File: src/rtl/cache_tag_dir_if.sv
// Controller <-> tag directory bundle: lookup request/response, fill and flush.
interface cache_tag_dir_if #(
    parameter int TAG_WIDTH = 8,
    parameter int WAYS      = 4,
    parameter int SETS      = 4
);
    localparam int WIDX = $clog2(WAYS);
    localparam int SIDX = $clog2(SETS);

    logic                 req_valid;
    logic                 req_ready;
    logic [SIDX-1:0]      req_index;
    logic [TAG_WIDTH-1:0] req_tag;

    logic                 resp_valid;
    logic                 resp_hit;
    logic [WIDX-1:0]      resp_way;

    logic                 fill_valid;
    logic [SIDX-1:0]      fill_index;
    logic [WIDX-1:0]      fill_way;
    logic [TAG_WIDTH-1:0] fill_tag;

    logic                 flush;
    logic                 busy;

    // cache controller side
    modport master (
        output req_valid, req_index, req_tag,
        output fill_valid, fill_index, fill_way, fill_tag, flush,
        input  req_ready, resp_valid, resp_hit, resp_way, busy
    );

    // tag directory side
    modport slave (
        input  req_valid, req_index, req_tag,
        input  fill_valid, fill_index, fill_way, fill_tag, flush,
        output req_ready, resp_valid, resp_hit, resp_way, busy
    );
endinterface

File: src/rtl/cache_tag_dir.sv
// Set-associative tag directory: per-way tag/valid storage with parallel
// compare, true-LRU ages per set, victim selection and invalidate-all flush.

// One way of the directory: tag + valid for every set, compare on read port.
module cache_tag_way #(
    parameter int TAG_WIDTH = 8,
    parameter int SETS      = 4,
    parameter int SIDX      = $clog2(SETS)
) (
    input  logic                 clk,
    input  logic                 rst_n,
    input  logic [SIDX-1:0]      rd_index,
    input  logic [TAG_WIDTH-1:0] rd_tag,
    input  logic                 wr_en,
    input  logic [SIDX-1:0]      wr_index,
    input  logic [TAG_WIDTH-1:0] wr_tag,
    input  logic                 clr_en,
    input  logic [SIDX-1:0]      clr_index,
    output logic                 match,
    output logic                 vld
);
    logic [SETS-1:0][TAG_WIDTH-1:0] tags;
    logic [SETS-1:0]                valid;

    // Fill writes tag+valid; flush clears valid only (tags go stale).
    // Fill and clear never coincide: fills are blocked while flushing.
    always_ff @(posedge clk or negedge rst_n) begin
        if (!rst_n) begin
            tags  <= '0;
            valid <= '0;
        end else begin
            if (wr_en) begin
                tags[wr_index]  <= wr_tag;
                valid[wr_index] <= 1'b1;
            end
            if (clr_en)
                valid[clr_index] <= 1'b0;
        end
    end

    assign vld   = valid[rd_index];
    assign match = vld && (tags[rd_index] == rd_tag);
endmodule

module cache_tag_dir #(
    parameter int TAG_WIDTH = 8,
    parameter int WAYS      = 4,
    parameter int SETS      = 4
) (
    input  logic          clk,
    input  logic          rst_n,
    cache_tag_dir_if.slave bus
);
    localparam int WIDX = $clog2(WAYS);
    localparam int SIDX = $clog2(SETS);

    typedef enum logic {IDLE, FLUSH} state_t;
    typedef logic [WAYS-1:0][WIDX-1:0] age_row_t;

    state_t                      state, state_nxt;
    logic [SIDX-1:0]             cnt, cnt_nxt;
    logic [SETS-1:0][WAYS-1:0][WIDX-1:0] age, age_nxt;

    logic            idle, accept, fill_en, clr_en;
    logic [WAYS-1:0] match, vld;
    logic            hit;
    logic [WIDX-1:0] hit_way, victim;
    logic            found;

    // Ages within a set are a permutation; touch makes w MRU (0) and
    // shifts every younger way one step older.
    function automatic age_row_t touch(input age_row_t row, input logic [WIDX-1:0] w);
        age_row_t r;
        r = row;
        for (int i = 0; i < WAYS; i++)
            if (row[i] < row[w])
                r[i] = row[i] + WIDX'(1);
        r[w] = '0;
        return r;
    endfunction

    assign idle    = (state == IDLE);
    assign accept  = bus.req_valid && idle;
    assign fill_en = bus.fill_valid && idle && !bus.flush;
    assign clr_en  = (state == FLUSH);

    genvar gw;
    generate
        for (gw = 0; gw < WAYS; gw++) begin : g_way
            cache_tag_way #(
                .TAG_WIDTH (TAG_WIDTH),
                .SETS      (SETS),
                .SIDX      (SIDX)
            ) u_way (
                .clk       (clk),
                .rst_n     (rst_n),
                .rd_index  (bus.req_index),
                .rd_tag    (bus.req_tag),
                .wr_en     (fill_en && (bus.fill_way == WIDX'(gw))),
                .wr_index  (bus.fill_index),
                .wr_tag    (bus.fill_tag),
                .clr_en    (clr_en),
                .clr_index (cnt),
                .match     (match[gw]),
                .vld       (vld[gw])
            );
        end
    endgenerate

    // Hit detection; a duplicate match (fill misuse) reports the lowest way.
    always_comb begin
        hit     = |match;
        hit_way = '0;
        for (int w = WAYS - 1; w >= 0; w--)
            if (match[w])
                hit_way = WIDX'(w);
    end

    // Victim: lowest invalid way, otherwise the LRU way of the indexed set.
    always_comb begin
        victim = '0;
        found  = 1'b0;
        for (int w = 0; w < WAYS; w++)
            if (!found && !vld[w]) begin
                victim = WIDX'(w);
                found  = 1'b1;
            end
        if (!found)
            for (int w = 0; w < WAYS; w++)
                if (age[bus.req_index][w] == WIDX'(WAYS - 1))
                    victim = WIDX'(w);
    end

    // Next ages: lookup-hit touch first, then fill touch, so a fill to the
    // same set ends MRU; a flushing set returns to the reset order.
    always_comb begin
        age_nxt = age;
        if (accept && hit)
            age_nxt[bus.req_index] = touch(age_nxt[bus.req_index], hit_way);
        if (fill_en)
            age_nxt[bus.fill_index] = touch(age_nxt[bus.fill_index], bus.fill_way);
        if (clr_en)
            for (int w = 0; w < WAYS; w++)
                age_nxt[cnt][w] = WIDX'(w);
    end

    // Age state register; reset order is way 0 MRU .. way WAYS-1 LRU.
    always_ff @(posedge clk or negedge rst_n) begin
        if (!rst_n) begin
            for (int s = 0; s < SETS; s++)
                for (int w = 0; w < WAYS; w++)
                    age[s][w] <= WIDX'(w);
        end else begin
            age <= age_nxt;
        end
    end

    // FSM state and flush set counter.
    always_ff @(posedge clk or negedge rst_n) begin
        if (!rst_n) begin
            state <= IDLE;
            cnt   <= '0;
        end else begin
            state <= state_nxt;
            cnt   <= cnt_nxt;
        end
    end

    // Next-state: flush walks every set once, one set per cycle.
    always_comb begin
        state_nxt     = state;
        cnt_nxt       = cnt;
        bus.req_ready = 1'b0;
        bus.busy      = 1'b0;
        case (state)
            IDLE: begin
                bus.req_ready = 1'b1;
                if (bus.flush) begin
                    state_nxt = FLUSH;
                    cnt_nxt   = '0;
                end
            end
            FLUSH: begin
                bus.busy = 1'b1;
                cnt_nxt  = cnt + SIDX'(1);
                if (cnt == SIDX'(SETS - 1)) begin
                    state_nxt = IDLE;
                    cnt_nxt   = '0;
                end
            end
            default: state_nxt = IDLE;
        endcase
    end

    // Registered lookup result, one-cycle pulse per accepted request.
    always_ff @(posedge clk or negedge rst_n) begin
        if (!rst_n) begin
            bus.resp_valid <= 1'b0;
            bus.resp_hit   <= 1'b0;
            bus.resp_way   <= '0;
        end else begin
            bus.resp_valid <= accept;
            if (accept) begin
                bus.resp_hit <= hit;
                bus.resp_way <= hit ? hit_way : victim;
            end
        end
    end
endmodule

File: src/flat_wrapper.sv
// flat-port wrapper written by rule: the top's interface ports become plain ports
module cache_tag_dir_flat 
#(
    parameter int TAG_WIDTH = 8,
    parameter int WAYS      = 4,
    parameter int SETS      = 4
)
  (clk, rst_n, bus_req_valid, bus_req_index, bus_req_tag, bus_fill_valid, bus_fill_index, bus_fill_way, bus_fill_tag, bus_flush, bus_req_ready, bus_resp_valid, bus_resp_hit, bus_resp_way, bus_busy);
  cache_tag_dir_if #(.TAG_WIDTH(TAG_WIDTH), .WAYS(WAYS), .SETS(SETS)) bus_i ();
  input  logic clk;
  input  logic rst_n;
  input wire logic [$bits(bus_i.req_valid)-1:0] bus_req_valid;
  input wire logic [$bits(bus_i.req_index)-1:0] bus_req_index;
  input wire logic [$bits(bus_i.req_tag)-1:0] bus_req_tag;
  input wire logic [$bits(bus_i.fill_valid)-1:0] bus_fill_valid;
  input wire logic [$bits(bus_i.fill_index)-1:0] bus_fill_index;
  input wire logic [$bits(bus_i.fill_way)-1:0] bus_fill_way;
  input wire logic [$bits(bus_i.fill_tag)-1:0] bus_fill_tag;
  input wire logic [$bits(bus_i.flush)-1:0] bus_flush;
  output wire logic [$bits(bus_i.req_ready)-1:0] bus_req_ready;
  output wire logic [$bits(bus_i.resp_valid)-1:0] bus_resp_valid;
  output wire logic [$bits(bus_i.resp_hit)-1:0] bus_resp_hit;
  output wire logic [$bits(bus_i.resp_way)-1:0] bus_resp_way;
  output wire logic [$bits(bus_i.busy)-1:0] bus_busy;
  assign bus_i.req_valid = bus_req_valid;
  assign bus_i.req_index = bus_req_index;
  assign bus_i.req_tag = bus_req_tag;
  assign bus_i.fill_valid = bus_fill_valid;
  assign bus_i.fill_index = bus_fill_index;
  assign bus_i.fill_way = bus_fill_way;
  assign bus_i.fill_tag = bus_fill_tag;
  assign bus_i.flush = bus_flush;
  assign bus_req_ready = bus_i.req_ready;
  assign bus_resp_valid = bus_i.resp_valid;
  assign bus_resp_hit = bus_i.resp_hit;
  assign bus_resp_way = bus_i.resp_way;
  assign bus_busy = bus_i.busy;
  cache_tag_dir #(.TAG_WIDTH(TAG_WIDTH), .WAYS(WAYS), .SETS(SETS)) u_core (.clk(clk), .rst_n(rst_n), .bus(bus_i));
endmodule
File: config.mk
export PLATFORM = sky130hd
export DESIGN_NAME = cache_tag_dir_flat
export DESIGN_NICKNAME = d
export VERILOG_FILES = /design/src/rtl/cache_tag_dir_if.sv /design/src/rtl/cache_tag_dir.sv /design/src/flat_wrapper.sv
export SDC_FILE = /design/constraint.sdc
export NUM_CORES = 1
export LEC_CHECK = 0
export ABC_AREA = 1
export BUFFER_PORTS_ARGS = -buffer_cell sky130_fd_sc_hd__buf_2
export CORE_MARGIN = 1.5
export CORE_UTILIZATION = 55
export DETAILED_ROUTE_END_ITERATION = 16
export PLACE_DENSITY = 0.76
export SYNTH_ARGS = -nofsm -noshare
export SYNTH_HDL_FRONTEND = slang
export SYNTH_SLANG_ARGS = --single-unit
File: constraint.sdc
create_clock -name clk -period 4.7 [get_ports clk]
set_input_delay 0.235 -clock clk [delete_from_list [all_inputs] [get_ports clk]]
set_output_delay 0.235 -clock clk [all_outputs]
set_load 0.005 [all_outputs]
## Word level (Yosys, flattened, before mapping)

Cells that the tools add are included.

- Register bits: 183
- Output and inout port bits: 6

- Add/sub/neg operators: 9
- Magnitude comparators: 18
- Eq/ne operators: 13
- Mux-type cells: 102
- Bitwise gates (word level): 23
- Reduce and logical (&&, ||, !) cells: 28

Operators with widths:

| kind | count |
|---|---|
| $bwmux W32 | 6 |
| $bmux W8 S2 | 6 |
| $demux W8 S2 | 6 |
| $mux W32 | 3 |
| $mux W8 | 9 |
| $mux W2 | 35 |
| $mux W4 | 9 |
| $and A16 B16 Y16 | 2 |
| $and A32 B32 Y32 | 1 |
| $eq A8 B8 Y1 | 4 |
| $not A16 Y16 | 2 |
| $not A32 Y32 | 1 |
| $or A16 B16 Y16 | 2 |
| $or A32 B32 Y32 | 1 |
| $logic_and A1 B1 Y1 | 20 |
| $add A2 B1 Y2 const B | 9 |
| $and A4 B4 Y4 | 4 |
| $and A8 B8 Y8 | 2 |
| $lt A2 B2 Y1 | 8 |
| $not A8 Y8 | 2 |
| $or A4 B4 Y4 | 4 |
| $lt A2 B3 Y1 const B | 5 |
| $mux W1 | 15 |
| $eq A2 B2 Y1 const B | 7 |
| 15 further kinds | 30 |

## Logic depth before layout (Yosys ltp)

Gate-level depths: netlist (run 1).

- Word-level depth: 31
- Depth in mapped cells: 38

## Hierarchy

Synthesis (run 1) repeated with hierarchy kept, for this count alone.

- Cell total of the unflattened synthesis: 1,483
- Area, all modules: 10,839.1 µm²

By module, submodules not included:

| module | instances | cells an instance | area each (µm²) | sequential area each (µm²) |
|---|---|---|---|---|
| cache_tag_way (u_core.g_way[1].u_way ...) | 3 | 226 | 1,813.0 | 900.9 |
| cache_tag_dir | 1 | 578 | 3,593.4 | 996.0 |
| cache_tag_way (u_core.g_way[0].u_way) | 1 | 227 | 1,806.7 | 900.9 |

## Least setup slack after synthesis (run 1)

No wires, ideal clock.

- Path kind: input -> register
- Start: input bus_req_index[0]
- End: register u_core.age[12] (netlist name)
- Setup time: 0.132 ns
- Data arrival time: 3.571 ns
- Required time: 4.568 ns
- Path slack: 0.997 ns
- Cell stages on the path: 33
- Buffers on the path: 3
- Cell sequence: buf_4 -> inv_2 -> buf_2 -> nand2_1 -> nand2_1 -> nand2_1 -> nand3_1 -> nand2_1 -> nor2_1 -> nand3_1 -> nor2_2 -> inv_1 -> nand2_1 -> nand2_2 -> nand2_2 -> nor2_1 -> a211oi_1 -> ha_1 -> nand2_1 -> nand3_1 -> nand3_2 -> nand2_1 -> nand3_1 -> nand2_1 -> nor2_4 -> nor2_1 -> nor2_2 -> nand2_2 -> buf_6 -> nand2_1 -> nand3_1 -> nand2_1 -> a21oi_1

RTL lines:

| element | line | source |
|---|---|---|
| start, declared | flat_wrapper.sv:13 | `input wire logic [$bits(bus_i.req_index)-1:0] bus_req_index;` |
| end signal, assigned by index | cache_tag_dir.sv:152 | `age[s][w] <= WIDX'(w);` |
| end signal, assigned | cache_tag_dir.sv:154 | `age <= age_nxt;` |
| end, declared | cache_tag_dir.sv:62 | `logic [SETS-1:0][WAYS-1:0][WIDX-1:0] age, age_nxt;` |

==> results, run 1 <==
- The flow ran to the end, and the final reports show no timing, DRC or antenna violations.
- The max-slew headroom at the worst pin is 44.1%.
- The number of antenna diodes in the final layout is 0.
- Static timing analysis puts the maximum clock frequency at about 0.23 GHz.
- The number of optimization iterations in the first detailed-route pass is 6.
- The class of the tightest hold or removal check is in2reg.
- The clock share of power is between 20 and 30%.
- The worst hold slack across all endpoints is roughly 0.08 ns.
- For this run, global-route usage on met1 was measured as 41.7%.
- The number of setup buffers added after CTS is 0.
- The worst-case reg-to-reg path depth is 30.
- Summing the sequential cell areas from Yosys gives around 44% of the chip area.
- Using the TritonRoute via totals, the vias-per-cell ratio works out to between 5 and 6.
- Summed over all cells, the static leakage comes to around 6 nW.
- The total chip power is around 5.1 mW.
- The number of buffers inserted by port buffering is 32.
- At the end of routability-driven placement, the weighted congestion stood at roughly 0.98.
- The number of cells upsized or downsized after cts is 0.
- The flop-to-flop setup slack is 0.44 ns.
- For this run, global-route usage on met2 was measured as between 50% and 60%.
- Of all nets on the critical path, the largest fanout is 4.
- Synthesis produced a netlist with a net count of 1530.
- The startpoint type of the worst setup path is a flip-flop.
- The number of hold-slack violations in the final timing report came to 0.
- The final setup TNS is 0 ns.
- In this run the core area contains 50 standard-cell rows.
- The clock sink count is 183.
- In the final layout, the share of cells above drive strength 1 is approximately a tenth.
- Summed over all nets, the switching power comes to around 1.9 mW.
- The number of pins with negative max-slew slack in the final report is 0.
- During synthesis, Yosys emitted a total of 0 warnings.
- Along the worst hold path, the cell count comes to 3.
- In this run the mean area of a mapped cell was approximately 7 um^2.
- The buffer levels on the longest clock path is 2.
- Global routing finished with a remaining overflow of 0.
- The total routing usage reported by global routing is between 30% and 40%.
- The die extent in y is 141 um.
- VDD sags by at most 0.282 mV.
- The number of global-route vias before repair is roughly 9500.
- The final layout contains around 1600 nets.
- The global-route wire length before repair is a little under 50000 um.
- Setup violations remaining at the end of the flow were counted as 0.
- Synthesis handed over a netlist of approximately 1500 instances.
- The remaining antenna violation count is 0.
- The netlist uses between 40 and 50 different library cells.
- The register share of total power is roughly two fifths.
- For this design, the slowest cell found on the critical path is dfrtp_1.
- The worst setup path is of the reg2reg kind.
- Among all cell types in the netlist, the one instantiated most often is nand2_1.
- The total via count after detailed routing is roughly 10000.
- After clock tree synthesis, the clock-pin slew on the worst setup and hold paths is approximately 0.08 ns.
- The number of fillers in the final layout is 1747.
- In the final layout, the multi-input gates occupy just over 5000 um^2.
- The routed design could run at a clock period as short as about 4.3 ns.
- Summing all flip-flop and latch instances after layout gives around 4600 um^2.
- The critical path's largest stage delay is ~0.4 ns.
- After synthesis, the cell types taking the most area are dfrtp_1 40%, nand2_1 23%, o21ai_0 7.2%, nand3_1 5.5%, inv_1 4.1%.
- The worst path uses about nine tenths of the clock period.
- At the pin with the least slew margin, the transition time is between 0.8 and 0.9 ns.
- Cells fill 61.3% of the core in the end.
- For this run, the leading register cell type out of synthesis is dfrtp_1.
- In this run the count of I/O pins placed on the die edge is 33.
- The floorplan die area is 19900 um^2.
- The H-tree was split into 4 levels.
- The layer carrying the most global-route usage is met2.
- The insertion delay to the later sink of the worst-skew pair is 0.44 ns.
- The worst setup path is captured at a flip-flop.
- The initial antenna violation count is 0.
- The data arrival time of the critical path is between 4 and 5 ns.
- The largest total area in the synthesized netlist belongs to dfrtp_1.
- The commonest cells after synthesis are 647 x nand2_1, 167 x dfrtp_1, 151 x o21ai_0.
- Counting flops with a built-in enable in the synthesized netlist gives 0.
- The worst setup skew after layout is ~0.014 ns.
- The relative area change from synthesis to final layout is 9.66%.
- In the synthesized netlist the async set-or-reset flop fraction comes to 100%.
- The effective utilization at floorplan is 55.9%.
- Max-cap violations in this run came to 0.
- The root cell of the clock tree is clkbuf_16.
- The power density of the placed cells is between 400 and 500 nW/um^2.
- The pin count of the biggest net entering global routing is 102.
- After synthesis the cells add up to ~10000 um^2.
- The total wire length after detailed routing is 30900 um.
- The total area inside the core boundary comes to ~19000 um^2.
- Combinational cells account for 29.3% of the total power.
- The average routed wire per standard cell is around 18 um.
- After synthesis, the largest area contributor takes up between 30% and 40% of total cell area.
- For the worst setup path, the data required time is 5.08 ns.
- Net switching is 37.2% of the power.
- TritonCTS built the clock tree.
- The met3 track demand over resource in global routing is approximately 5.7%.
- The width of the die is around 140 um.
- The starting DRC count in detailed routing is ~1100.
- In this run, CTS created clock tree buffers numbering 17.
- The placed wire-length estimate after detailed placement is approximately 22000 um.
- Setup repair after global routing left no endpoint under its margin.
- The library cell appearing most often on the critical path is nand2_1.
- The internal power is approximately 3.2 mW.
- The finished cells cover ~11000 um^2.
- The DRC violation count after routing is 0.
- The number of synthesized register bits is around 180.
- The instance area after placement is 10900 um^2.
[cell type report]
| cell class | instances | share of cell area, % |
|---|---|---|
| multi-input combinational | 1130 | 44.5 |
| sequential | 183 | 40.1 |
| inverter | 123 | 4.02 |
| clock buffer | 18 | 3.74 |
| timing repair buffer | 61 | 3.50 |
| tap | 234 | 2.55 |
| clock inverter | 14 | 1.58 |
[power groups by stage]
stage	Combinational (mW)	Clock, mW	Sequential, mW
global route	1.69	1.56	2.17
global placement	1.43	0	2.15
detailed placement	1.46	0	2.16
CTS	1.48	1.50	2.13
finish	1.50	1.49	2.14
floorplan	1.08	0	2.10
[registers in the layout, indices dropped and copies added, names as in the netlist]
signal,flops
u_core.cnt,2
u_core.g_way.u_way.tags,128
u_core.bus.resp_way,2
u_core.age,32
u_core.clr_en,1
u_core.g_way.u_way.valid,16
u_core.bus.resp_hit,1
u_core.bus.resp_valid,1
[metrics by stage]
stage               setup WS (ns)  cells
finish                      0.438   1763
global route               0.0201   1763
CTS                         0.515   1763
detailed placement          0.150   1730
global placement            0.154   1730
floorplan                   0.997   1491
[final timing paths]
| path | startpoint | endpoint |
|---|---|---|
| worst min-delay path | bus_flush | u_core.clr_en$_DFF_PN0_ |
| min in group asynchronous | rst_n | u_core.bus.resp_valid$_DFF_PN0_ |
| worst max-delay path | u_core.g_way[1].u_way.tags[4]$_DFFE_PN0P_ | u_core.age[14]$_DFF_PN1_ |
| worst max register to register | u_core.g_way[1].u_way.tags[4]$_DFFE_PN0P_ | u_core.age[14]$_DFF_PN1_ |
| worst min register to register | u_core.g_way[3].u_way.tags[5]$_DFFE_PN0P_ | u_core.g_way[3].u_way.tags[5]$_DFFE_PN0P_ |
| max in group asynchronous | rst_n | u_core.age[2]$_DFF_PN1_ |
[worst max-delay path, delay by kind of cell (launching register included)]
| family | cells | cell delay, ns |
|---|---|---|
| DFF | 1 | 0.39 |
| adders and majority gates | 1 | 0.23 |
| AOI/OAI and AO/OA | 5 | 1.09 |
| and+or+nand+nor | 22 | 2.28 |
| buffers and inverters | 2 | 0.23 |
[layer usage]
| metal | up-vias | share of wire, % | routed length [um] |
|---|---|---|---|
| li1 | 4842 | - | - |
| met1 | 4708 | 42 | 13100 |
| met2 | 440 | 47 | 14600 |
| met3 | 93 | 6.9 | 2110 |
| met4 | 0 | 3.6 | 1110 |
| met5 | - | 0 | 0 |
[cells by family after synthesis]
logic type                 count (synthesis)  share of synthesized area [%]
AOI/OAI and AO/OA                        251                           12.9
adders and majority gates                 12                           1.43
buffers and inverters                    178                           7.22
DFF                                      183                           44.0
muxes                                      1                         0.0957
and+or+nand+nor                          866                           34.4
[cells in the final DEF (no fill, tap or decap), types with 4 or more instances in the layout]
| cell type | instances |
|---|---|
| clkbuf_16 | 17 |
| a22oi_1 | 4 |
| dfrtp_1 | 167 |
| nand4_1 | 9 |
| o31ai_1 | 4 |
| inv_1 | 114 |
| nor2_2 | 10 |
| nand3_2 | 6 |
| nand2_1 | 647 |
| o21a_1 | 7 |
| nor2_1 | 52 |
| o21ai_0 | 151 |
| nand3_1 | 115 |
| dfstp_2 | 16 |
| nor2_4 | 6 |
| buf_4 | 27 |
| nand2_2 | 5 |
| inv_2 | 7 |
| a21oi_1 | 55 |
| o21ai_1 | 5 |
| clkinv_8 | 4 |
| o211ai_1 | 8 |
| inv_6 | 5 |
| ha_1 | 12 |
| or2_2 | 8 |
| o22ai_1 | 9 |
| buf_2 | 31 |
[repair_timing]
action / in CTS / in global routing
endpoints found under the hold margin: 87 / 0
hold buffers: 1 / 0
endpoints found under the setup margin: 0 / 0
(Power assumes the default switching activity.)
==> run 2: changes to the inputs <==
- CTS_BUF_LIST: not set -> sky130_fd_sc_hd__clkbuf_4
==> run 2 against run 1 <==
  * Die area stayed put
  * Global-route usage is 0.37 points lower
  * Clock skew is 0.0071 ns higher
  * Total power is 11% lower
  * Final cell count is 0.17% higher
  * Register-to-register slack better by 0.05 ns
  * Cell area is 2.3% lower
  * Routed wire length is 1.1% lower
  * Core utilization is 1.4 points lower
  * Combinational power hardly changed
  * Non-clock buffer count is 2 higher
  * Count of clock-buffer cells in the layout stayed put
==> results, run 2 (synthesis results as in run 1) <==
- Status: completed (unchanged).
- The area of the core came to 18700 um^2 (unchanged).
- The top-level port count is 33 (unchanged).
- The number of placement rows was 50 (unchanged).
- The final weighted congestion of routability-driven global placement is 0.983 (unchanged).
- The number of global-route vias before repair is 9381 (was 9521).
- The overflow left after global routing is 0 (unchanged).
- The critical path's largest stage delay is 0.42 ns (was 0.39 ns).
- The placed instance count is 1730 (unchanged).
- The total routing usage reported by global routing was 31.9% (was 32.2%).
- The critical path endpoint category is a flip-flop (unchanged).
- The ratio of routed vias to standard cells is 5.69 (was 5.72).
- The number of hold-slack violations in the final timing report is 0 (unchanged).
- The data required time at the worst endpoint was 5.26 ns (was 5.08 ns).
- The width of the die is 141 um (unchanged).
- The number of optimization iterations in the first detailed-route pass is 6 (unchanged).
- The maximum vdd drop came to 0.193 mV (was 0.282 mV).
- The die extent in y came to 141 um (unchanged).
- The register with the most flip-flops is u_core.g_way.u_way.tags (unchanged).
- The number of non-filler instances in the completed layout is 1766 (was 1763).
- The clock sink count is 183 (unchanged).
- The cell with the largest stage delay on the worst path is dfrtp_1 (unchanged).
- The total via count after detailed routing is 10100 (about the same).
- The pin count of the biggest net entering global routing is 102 (unchanged).
- The highest fanout seen on the critical path is 4 (unchanged).
- The initial antenna violation count is 1 (was 0).
- The floorplan die area was 19900 um^2 (unchanged).
- The average routed wire per standard cell is 17.3 um (was 17.5 um).
- The class of the tightest hold or removal check is in2reg (unchanged).
- The effective utilization at floorplan is 55.9% (unchanged).
- The root cell of the clock tree is clkbuf_4 (was clkbuf_16).
- The total clock buffers created by CTS came to 17 (unchanged).
- The peak clock frequency supported by timing is 0.238 GHz (was 0.235 GHz).
- Unrepaired setup endpoints after global routing: no (unchanged).
- Biggest regs: u_core.g_way.u_way.tags: 128 flops, u_core.age: 32 flops, u_core.g_way.u_way.valid: 16 flops (unchanged).
- The worst setup skew after layout is 0.0216 ns (was 0.0144 ns).
- Most frequent cells in the layout: 647 x nand2_1, 167 x dfrtp_1, 151 x o21ai_0 (unchanged).
- The total wire length after detailed routing came to 30500 um (was 30900 um).
- The buffer levels on the longest clock path is 2 (unchanged).
- The setup-violating endpoint count in the final report came to 0 (unchanged).
- The flip-flop count of the largest register, all copies and words added is 128 (unchanged).
- The final cycle utilization of the critical path came to 89.5% (was 90.7%).
- The relative area change from synthesis to final layout is 7.10% (was 9.66%).
- The DRC violation count after routing is 0 (unchanged).
- The global-route wire length before repair is 49000 um (was 49600 um).
- The buffers plus inverters on the worst setup path is 2 (unchanged).
- The number of pins with negative max-slew slack in the final report was 0 (unchanged).
- The number of buffers inserted by port buffering was 32 (unchanged).
- The max-slew headroom at the worst pin is 43.8% (was 44.1%).
- The final setup TNS is 0 ns (unchanged).
- The worst setup path category is reg2reg (unchanged).
- The total of max-cap violations is 0 (unchanged).
- The number of H-tree levels is 4 (unchanged).
- The clock-pin slew on the worst setup and hold paths is 0.17 ns (was 0.08 ns).
- The power density of the placed cells is 409 nW/um^2 (was 447 nW/um^2).
- The remaining antenna violation count is 0 (unchanged).
- The startpoint type of the worst setup path is a flip-flop (unchanged).
- The worst-margin pin slew is 0.843 ns (was 0.838 ns).
- The data arrival time of the critical path was 4.77 ns (was 4.64 ns).
- The library cell appearing most often on the critical path is nand2_1 (unchanged).
- The most common cell after layout, fill and taps aside is nand2_1 (unchanged).
- The leakage power summed over all cells came to 5.93 nW (was 6.05 nW).
- The CTS tree is done (unchanged).
- The placed wire-length estimate after detailed placement is 21700 um (unchanged).
- The ratio of cells with drive above 1 in the final layout came to 10.2% (was 10.1%).
- The insertion delay to the later sink of the worst-skew pair was 0.62 ns (was 0.44 ns).
- The starting DRC count in detailed routing was 980 (was 1093).
- The post-route minimum period was 4.21 ns (was 4.26 ns).
- The family with the most delay on the worst path is simple AND/OR/NAND/NOR gates (unchanged).
- The total number of nets in the final design came to 1557 (was 1555).
[run 2: per-stage QoR]
step                      setup WS [ns]  utilization (%)  area [um^2]  hold slack (ns)  total power, mW
after floorplan                   0.997                -        10500          -0.0606             3.17
after global routing              0.114             59.9        11200           0.0953             4.88
after CTS                         0.492             59.9        11200           0.0817             4.56
after detailed placement          0.150             58.0        10900            0.402             3.62
final                             0.493             59.9        11200            0.109             4.59
after global placement            0.154             58.0        10900            0.397             3.59
[run 2: path summary, 6_finish.rpt]
kind | end | depth (start not counted) | slack (ns) | from
hold reg to reg | u_core.g_way[2].u_way.tags[28]$_DFFE_PN0P_ | 2 | 0.51 | u_core.g_way[2].u_way.tags[28]$_DFFE_PN0P_
setup reg to reg | u_core.age[8]$_DFF_PN0_ | 30 | 0.49 | u_core.g_way[1].u_way.tags[4]$_DFFE_PN0P_
max in group asynchronous | u_core.age[2]$_DFF_PN1_ | 3 | 3.33 | rst_n
hold / removal | u_core.age[29]$_DFF_PN1_ | 4 | 0.11 | bus_fill_way[1]
setup / recovery | u_core.age[8]$_DFF_PN0_ | 30 | 0.49 | u_core.g_way[1].u_way.tags[4]$_DFFE_PN0P_
min in group asynchronous | u_core.bus.resp_valid$_DFF_PN0_ | 2 | 0.25 | rst_n
[run 2: what timing repair did]
| action | CTS | global route |
|---|---|---|
| hold endpoints to repair | 92 | 0 |
| hold buffers | 3 | 0 |
| resized for setup | 0 | 1 |
| setup endpoints to repair | 0 | 2 |
| buffers inserted | 0 | 0 |
[run 2: area by class of cell]
class                   count  area (um^2)
diodes                      1         2.50
clock buffers              18          135
clock inverters            14          181
fillers                  1785         7500
inverters                 123          462
multi-input cells        1130         5110
flip-flops and latches    183         4600
well taps                 234          293
repair buffers             63          422
[run 2: layer usage]
layer  part of all wire [%]  vias up  global-route usage [%]
met1                     42     4716                    41.3
met4                    3.6        0                    12.1
met5                      0        -                       0
li1                       -     4840                       -
met2                     47      414                    53.1
met3                    7.0       82                    6.22
[run 2: tightest hold or removal path: stages]
cell     delay, ns
buf_2         0.11
nand2_1       0.19
nand3_1       0.14
nand3_1       0.06
[run 2: power breakdown]
group          leakage [nW]  internal, mW  switching (mW)
registers              2.44          1.94           0.196
clock network         0.169         0.306           0.649
logic                  3.32         0.509           0.990
==> run 3: changes to the inputs <==
- clock period: 4.7 -> 5.5 ns (I/O delays scaled with it)
==> run 3 against run 2 <==
  * Routed wire length increased by 3.8%
  * Cell area is 0.77% lower
  * Sequential share of layout area increased by 0.32 points
  * Global-route usage grew 1.7 points
  * Register-to-register slack better by 0.66 ns
  * Critical path depth stayed put
  * Clock skew up 0.015 ns
  * Via count barely moved
  * Clock power is 18% lower
  * Critical path type unchanged
==> results, run 3 (synthesis results as in run 1) <==
- The register with the most flip-flops is u_core.g_way.u_way.tags (unchanged).
- The effective utilization at floorplan came to 55.9% (unchanged).
- The total routing usage reported by global routing came to 33.6% (was 31.9%).
- The ratio of cells with drive above 1 in the final layout was 9.65% (was 10.2%).
- The CTS tree is done (unchanged).
- The width of the die is 141 um (unchanged).
- The number of non-filler instances in the completed layout is 1759 (was 1766).
- Biggest regs: u_core.g_way.u_way.tags: 128 flops, u_core.age: 32 flops, u_core.g_way.u_way.valid: 16 flops (unchanged).
- The data required time at the worst endpoint is 6.01 ns (was 5.26 ns).
- The class of the tightest hold or removal check is in2reg (unchanged).
- Most frequent cells in the layout: 647 x nand2_1, 167 x dfrtp_1, 151 x o21ai_0 (unchanged).
- The clock-pin slew on the worst setup and hold paths was 0.18 ns (was 0.17 ns).
- The pin count of the biggest net entering global routing was 79 (was 102).
- The number of pins with negative max-slew slack in the final report is 0 (unchanged).
- The die extent in y came to 141 um (unchanged).
- The total clock buffers created by CTS was 17 (unchanged).
- The insertion delay to the later sink of the worst-skew pair was 0.59 ns (was 0.62 ns).
- The met1 layer wirelength in the final routing was 13000 um (was 12900 um).
- The root cell of the clock tree is clkbuf_4 (unchanged).
- The highest fanout seen on the critical path came to 4 (unchanged).
- The total via count after detailed routing was 10100 (about the same).
- The area of the core is 18700 um^2 (unchanged).
- The clock sink count is 183 (unchanged).
- The number of H-tree levels came to 4 (unchanged).
- The DRC violation count after routing came to 0 (unchanged).
- The flip-flop count of the largest register, all copies and words added was 128 (unchanged).
- The data arrival time of the critical path is 4.85 ns (was 4.77 ns).
- Unrepaired setup endpoints after global routing: no (unchanged).
- The maximum vdd drop is 0.261 mV (was 0.193 mV).
- The overflow left after global routing is 0 (unchanged).
- The top metal layer carrying routed signals is met4 (unchanged).
- The max-slew headroom at the worst pin is 35.7% (was 43.8%).
- The placed wire-length estimate after detailed placement is 22300 um (was 21700 um).
- The number of global-route vias before repair is 9676 (was 9381).
- The number of buffers inserted by port buffering is 32 (unchanged).
- The number of post-CTS setup repair buffers came to 0 (unchanged).
- The top-level port count came to 33 (unchanged).
- The startpoint type of the worst setup path is a flip-flop (unchanged).
- The setup-violating endpoint count in the final report is 0 (unchanged).
- The starting DRC count in detailed routing is 1225 (was 980).
- Status: completed (unchanged).
- The peak clock frequency supported by timing is 0.230 GHz (was 0.238 GHz).
- The total number of nets in the final design is 1551 (was 1557).
- The post-route minimum period is 4.34 ns (was 4.21 ns).
- The final setup TNS was 0 ns (unchanged).
- The ratio of routed vias to standard cells came to 5.72 (was 5.69).
- The cell with the largest stage delay on the worst path is dfrtp_1 (unchanged).
- The wire length on met2 was 14800 um (was 14400 um).
- The worst setup skew after layout was 0.0366 ns (was 0.0216 ns).
- The number of placement rows is 50 (unchanged).
- The final weighted congestion of routability-driven global placement is 1.02 (was 0.983).
- The average routed wire per standard cell is 18.0 um (was 17.3 um).
- The remaining antenna violation count is 0 (unchanged).
- The library cell appearing most often on the critical path is nand2_1 (unchanged).
- The most common cell after layout, fill and taps aside was nand2_1 (unchanged).
- The placed instance count is 1724 (was 1730).
- The leakage power summed over all cells came to 5.88 nW (was 5.93 nW).
- The final cycle utilization of the critical path came to 79.0% (was 89.5%).
- The met3 wire length is 2580 um (was 2140 um).
- The total of max-cap violations is 0 (unchanged).
- The initial antenna violation count was 1 (unchanged).
- The critical path endpoint category is a flip-flop (unchanged).
- The worst setup path category is reg2reg (unchanged).
- The number of optimization iterations in the first detailed-route pass is 6 (unchanged).
- The number of hold-slack violations in the final timing report was 0 (unchanged).
- The buffer levels on the longest clock path was 2 (unchanged).
- The worst hold slack across all endpoints is 0.166 ns (was 0.109 ns).
- The worst-margin pin slew was 0.964 ns (was 0.843 ns).
- The count of cells along the worst hold path is 4 (unchanged).
- The total wire length after detailed routing is 31700 um (was 30500 um).
- The power density of the placed cells is 350 nW/um^2 (was 409 nW/um^2).
- The relative area change from synthesis to final layout is 6.28% (was 7.10%).
- The post-route cell area is 11100 um^2 (was 11200 um^2).
- The worst-case reg-to-reg path depth is 30 (unchanged).
- The instance area after placement came to 10800 um^2 (was 10900 um^2).
- The critical path's largest stage delay was 0.42 ns (about the same).
- The floorplan die area came to 19900 um^2 (unchanged).
- The global-route wire length before repair is 51800 um (was 49000 um).
## run 3: path summary, 6_finish.rpt
path / start / end / slack, ns
worst max-delay path: u_core.g_way[1].u_way.tags[12]$_DFFE_PN0P_ / u_core.age[12]$_DFF_PN0_ / 1.16
max in group asynchronous: rst_n / u_core.g_way[3].u_way.tags[30]$_DFFE_PN0P_ / 3.90
min in group asynchronous: rst_n / u_core.g_way[0].u_way.tags[16]$_DFFE_PN0P_ / 0.22
worst min register to register: u_core.g_way[1].u_way.tags[26]$_DFFE_PN0P_ / u_core.g_way[1].u_way.tags[26]$_DFFE_PN0P_ / 0.50
worst max register to register: u_core.g_way[1].u_way.tags[12]$_DFFE_PN0P_ / u_core.age[12]$_DFF_PN0_ / 1.16
worst min-delay path: bus_fill_way[1] / u_core.age[29]$_DFF_PN1_ / 0.17
## run 3: metal layers
metal	track usage, %	vias up
li1	-	4807
met1	44.5	4681
met2	54.6	475
met3	6.22	97
met4	13.9	0
met5	0	-
## run 3: final cells by class
type | count | area [um^2]
diodes | 1 | 2.50
inverters | 123 | 462
clock inverters | 14 | 164
multi-input cells | 1130 | 5110
flip-flops and latches | 183 | 4600
well taps | 234 | 293
repair buffers | 57 | 364
clock buffers | 17 | 128
fillers | 1795 | 7580
## run 3: critical path, delay by kind of cell, from the launching register on
kind / cells / cell delay [ns]
AOI/OAI and AO/OA: 5 / 1.09
adders and majority gates: 1 / 0.23
buffers and inverters: 2 / 0.24
DFF: 1 / 0.42
and+or+nand+nor: 22 / 2.27
## run 3: metrics by stage
stage	setup slack (ns)	utilization (%)	total power, mW
after global routing	0.740	59.5	4.16
final	1.16	59.5	3.90
after detailed placement	0.770	57.7	3.11
after global placement	0.787	57.7	3.08
after CTS	1.27	59.4	3.88
after floorplan	1.76	-	2.71
## run 3: timing repair
action                    in CTS  in global routing
hold endpoints to repair      56                  0
gates resized for setup        0                  0
hold buffers                   3                  0
## run 3: where the power goes
part	switching (mW)	internal [mW]	total (mW)
clock	0.535	0.245	0.780
sequential	0.169	1.66	1.82
combinational	0.862	0.430	1.29
